## config.mk

```make
export PLATFORM = sky130hd
export DESIGN_NAME = pipeline_hazard_ctrl
export DESIGN_NICKNAME = d
export VERILOG_FILES = /design/src/rtl/pipeline_hazard_ctrl.sv
export SDC_FILE = /design/constraint.sdc
export NUM_CORES = 1
export LEC_CHECK = 0
export CAP_MARGIN = 20
export CORE_UTILIZATION = 42
export CTS_CLUSTER_SIZE = 16
export DETAILED_ROUTE_END_ITERATION = 8
export GPL_TIMING_DRIVEN = 0
export HOLD_SLACK_MARGIN = 0.12
export PLACE_DENSITY_LB_ADDON = 0.05
export SLEW_MARGIN = 15
export SYNTH_ARGS = -nofsm -noshare
export SYNTH_HDL_FRONTEND = slang
export SYNTH_SLANG_ARGS = --single-unit
```

## constraint.sdc

```tcl
create_clock -name clk -period 5.3 [get_ports clk]
set_input_delay 0.795 -clock clk [delete_from_list [all_inputs] [get_ports clk]]
set_output_delay 0.795 -clock clk [all_outputs]
set_load 0.01 [all_outputs]
```

## src/rtl/pipeline_hazard_ctrl.sv

```systemverilog
// pipeline_hazard_ctrl: stall/flush/forward controller for the 5-stage IF/ID/EX/MEM/WB core.
// Define PIPE_FORWARDING_EN for EX/MEM + MEM/WB forwarding; otherwise RAW hazards stall in ID.
module pipeline_hazard_ctrl #(
   parameter int REG_ADDR_W = 5,
   parameter int CNT_W      = 16
) (
   input  logic                  clk,
   input  logic                  rst,
   input  logic                  if_valid_i,
   input  logic [REG_ADDR_W-1:0] id_rs_i,
   input  logic [REG_ADDR_W-1:0] id_rt_i,
   input  logic                  id_use_rs_i,
   input  logic                  id_use_rt_i,
   input  logic [REG_ADDR_W-1:0] ex_rs_i,
   input  logic [REG_ADDR_W-1:0] ex_rt_i,
   input  logic [REG_ADDR_W-1:0] ex_rd_i,
   input  logic                  ex_regwrite_i,
   input  logic                  ex_memread_i,
   input  logic [REG_ADDR_W-1:0] mem_rd_i,
   input  logic                  mem_regwrite_i,
   input  logic                  mem_memop_i,
   input  logic [REG_ADDR_W-1:0] wb_rd_i,
   input  logic                  wb_regwrite_i,
   input  logic                  branch_taken_i,
   input  logic                  dmem_ready_i,
   output logic                  pc_en_o,
   output logic                  ifid_en_o,
   output logic                  idex_en_o,
   output logic                  exmem_en_o,
   output logic                  memwb_en_o,
   output logic                  ifid_flush_o,
   output logic                  exmem_flush_o,
   output logic                  idex_bubble_o,
   output logic [1:0]            fwd_a_o,
   output logic [1:0]            fwd_b_o,
   output logic [3:0]            stage_valid_o,
   output logic [CNT_W-1:0]      stall_cnt_o
);
`ifdef PIPE_FORWARDING_EN
   localparam logic FWD_EN = 1'b1;
`else
   localparam logic FWD_EN = 1'b0;
`endif
   typedef enum logic {RUN, MEMWAIT} state_e;
   state_e state_q, state_d;
   logic [3:0] valid_q, valid_d;
   logic [CNT_W-1:0] cnt_q, cnt_d;
   logic ex_wr, mem_wr, wb_wr, rs_ex, rt_ex, rs_mem, rt_mem, data_hz, hold, flush, stall;
   assign ex_wr  = ex_regwrite_i & valid_q[1] & (ex_rd_i != '0);
   assign mem_wr = mem_regwrite_i & valid_q[2] & (mem_rd_i != '0);
   assign wb_wr  = wb_regwrite_i & valid_q[3] & (wb_rd_i != '0);
   assign rs_ex  = ex_wr & id_use_rs_i & (id_rs_i == ex_rd_i);
   assign rt_ex  = ex_wr & id_use_rt_i & (id_rt_i == ex_rd_i);
   assign rs_mem = mem_wr & id_use_rs_i & (id_rs_i == mem_rd_i);
   assign rt_mem = mem_wr & id_use_rt_i & (id_rt_i == mem_rd_i);
   // With forwarding only a load in EX can't supply its result in time.
   assign data_hz = FWD_EN ? ex_memread_i & (rs_ex | rt_ex) : rs_ex | rt_ex | rs_mem | rt_mem;
   assign hold  = !dmem_ready_i & ((state_q == MEMWAIT) | (mem_memop_i & valid_q[2]));
   assign flush = !hold & branch_taken_i & valid_q[2];
   assign stall = !hold & !flush & data_hz;
   assign pc_en_o       = !rst & !hold & !stall;
   assign ifid_en_o     = !hold & !stall;
   assign idex_en_o     = !hold;
   assign exmem_en_o    = !hold;
   assign memwb_en_o    = !hold;
   assign ifid_flush_o  = flush;
   assign exmem_flush_o = flush;
   assign idex_bubble_o = flush | stall;
   assign fwd_a_o = (!FWD_EN || ex_rs_i == '0) ? 2'b00 :
                    (mem_wr && mem_rd_i == ex_rs_i) ? 2'b10 :
                    (wb_wr && wb_rd_i == ex_rs_i) ? 2'b01 : 2'b00;
   assign fwd_b_o = (!FWD_EN || ex_rt_i == '0) ? 2'b00 :
                    (mem_wr && mem_rd_i == ex_rt_i) ? 2'b10 :
                    (wb_wr && wb_rd_i == ex_rt_i) ? 2'b01 : 2'b00;
   assign stage_valid_o = valid_q;
   assign stall_cnt_o   = cnt_q;
   always_comb begin
      state_d = hold ? MEMWAIT : RUN;
      valid_d = hold  ? valid_q :
                flush ? {valid_q[2], 3'b000} :
                stall ? {valid_q[2:1], 1'b0, valid_q[0]} :
                        {valid_q[2:0], if_valid_i};
      cnt_d   = (pc_en_o || &cnt_q) ? cnt_q : cnt_q + 1'b1;
   end
   always_ff @(posedge clk or posedge rst) begin
      if (rst) begin
         state_q <= RUN;
         valid_q <= '0;
         cnt_q   <= '0;
      end else begin
         state_q <= state_d;
         valid_q <= valid_d;
         cnt_q   <= cnt_d;
      end
   end
endmodule
```

==> results.ini <==
[timing]
max_slew.worst_pin.slew_ps = 986
slew_headroom_pct = 33.7
fin_skew_ps = 6.51
setup_viol = 0
slew_viol_final = 0
hold_violations = 0
setup_tns_ps = 0
min_period_ps = 4260
fin_crit_sh_pct = 80.3
fmax_ghz = 0.235
rsz0062_at_grt = no

[setup_path]
cp-end-kind = output pin
worst_ep_arrival_time_ps = 3460
worstSetupPathType = primary input to output pin
startpoint_type = primary input
r2r_cells = 8
cp_max_fo = 10
required_ps = 4510

[clock_tree]
cts_tree = built
ctsHtreeMaxLevel = 1
post_cts_resized = 0
cts_buffers = 3
clk_path_buf_depth = 2
cts_hold_buffers = 0
cts_setup_buffers = 0
clk-insertion-delay-late_ps = 310
path_clk_slew_ps = 120
root_buffer = clkbuf_4
cts.sinks = 21

[yosys]
ys_seq_elements = 21
synth_ff_type = dfrtp_1
yosys-top-cells-area = dfrtp_1, xnor2_1, o21ai_2, nand2_1, mux2_1
synth.distinct_cells = 36
yosys_warnings = 0
synth-edff-count = 0
synthesis.area_sq_mm = 0.00143
synth_area_per_cell_sq_um = 9.47
synth_top_area_share_pct = 36.7
synth-async-reset-ratio_pct = 100
ys_seq_area_share_pct = 36.7
syn_inst = 151
yosysTopAreaCell = dfrtp_1

[power]
totalPowerFinal_mw = 0.625
peakVddDrop_v = 0.000235
p_leak_nw = 0.798
power.density_mw_per_mm2 = 298

[floorplanning]
die_w_microns = 60.4
initial_core_util_pct = 45.4
ioPinCount = 79
dieHeight_microns = 60.4
die-area_sq_mm = 0.00364
num_rows = 20
coreArea_sq_mm = 0.00315

[layout]
syn_to_final_growth_pct = 46.5
layout_commonest_cell = clkdlybuf4s50_1
stdcell_area_sq_mm = 0.00209
fillers = 267
drive_above_1_share_pct = 11.6
antennaDiodeCount = 0
finalNonFillerCells = 259
mostFrequentLayoutCells = clkdlybuf4s50_1, xnor2_1, dfrtp_1, nand2_1, o21ai_2
num-nets-final = 264

[min_path]
hold_class = flop to flop
holdPathStages = 1

[grt]
antenna_found_initial = 0
grt_overflow = 0
grt_max_degree = 23
grt_pass1_wl_mm = 5.66
grt.total_usage_pct = 21.1
grt_pass1_vias = 1225

[drt]
drc_errors = 0
vias_per_cell = 5.09
firstDrtPassIters = 4
drt-total-wl_mm = 3.40
drt-wirelength-per-cell_microns = 13.1
vias = 1318
ant_nets = 0
first_iter_violations = 98

[place]
gp_congestion = 0.752
dpl_cell_area_sq_mm = 0.00207
place_hpwl_mm = 2.71
port_buffers = 57
placed_cells = 255

[job]
drv_cap = 0

[status]
outcome = complete, no violations

## metal layers
layer	wire length, microns	share of wire [%]	GRT usage [%]	vias up
met5	0	0	0	-
met1	1530	45	28.5	618
li1	-	-	-	651
met2	1640	48	34.1	44
met3	200	5.9	4.48	5
met4	34	1.0	5.98	0
## state kept, by name, summed over array words and instances, names as in the netlist
register / cells
state_q: 1
stall_cnt_o: 16
stage_valid_o: 4
## where the power goes
part	internal [mW]	switching [mW]
combinational	0.174	0.123
sequential	0.200	0.0496
clock	0.0283	0.0495
## cell families after synthesis
group                      after synthesis  synth area share, %
AOI/OAI and AO/OA                       23                 13.7
xor gates and xnor gates                31                 19.0
adders and majority gates                1                0.875
buffers and inverters                   13                 5.77
DFF                                     21                 36.7
muxes                                    5                 3.94
other                                    1                0.262
and+or+nand+nor                         56                 19.7
## layout make-up
| cell class | instances | area [sq um] | share of cell area [%] |
|---|---|---|---|
| Multi-Input combinational cell | 120 | 833 | 39.8 |
| Timing Repair Buffer | 57 | 571 | 27.2 |
| Sequential cell | 21 | 526 | 25.1 |
| Buffer | 10 | 71.3 | 3.41 |
| Tap cell | 44 | 55.1 | 2.63 |
| Clock buffer | 3 | 22.5 | 1.08 |
| Inverter | 3 | 11.3 | 0.538 |
| Clock inverter | 1 | 5.00 | 0.239 |
## cell usage after synthesis (2+ instances only)
master and n:
and2_1 2, and4_1 2, buf_4 7, dfrtp_1 21, inv_1 2, mux2_1 5, nand2_1 20, nand3_1 7
nand4_1 5, nor2_1 6, nor3_1 4, nor3b_1 2, o211ai_1 2, o21ai_1 2, o21ai_2 9, o22ai_1 2
o311a_1 2, or3_1 3, xnor2_1 31
## stage by stage
| stage | hold slack, ps | util, % | setup WS [ps] |
|---|---|---|---|
| 4_1_cts | 510 | 66.4 | 1030 |
| 2_1_floorplan | 506 | - | 2130 |
| 5_1_grt | 533 | 66.4 | 931 |
| 3_3_place_gp | 457 | 65.6 | 1050 |
| 3_5_place_dp | 491 | 65.6 | 1040 |
| 6_report | 509 | 66.4 | 1040 |
## worst max-delay path, cell delays in order
cell and delay (ps):
clkdlybuf4s50_1 470, or3_1 420, o311a_1 310, and2_1 160
a221o_2 490, buf_6 190, nor2_1 90, clkdlybuf4s50_1 540
## final timing paths
path	start	to	slack, ps
min	stall_cnt_o[6]	stall_cnt_o[6]	510
min reg2reg	stall_cnt_o[6]	stall_cnt_o[6]	510
max reg2reg	stage_valid_o[2]	stall_cnt_o[14]	2990
max in group asynchronous	rst	stall_cnt_o[13]	3610
min in group asynchronous	rst	stall_cnt_o[2]	1180
max	mem_rd_i[0]	pc_en_o	1040
Note: power is estimated with default switching activity, not from simulation.
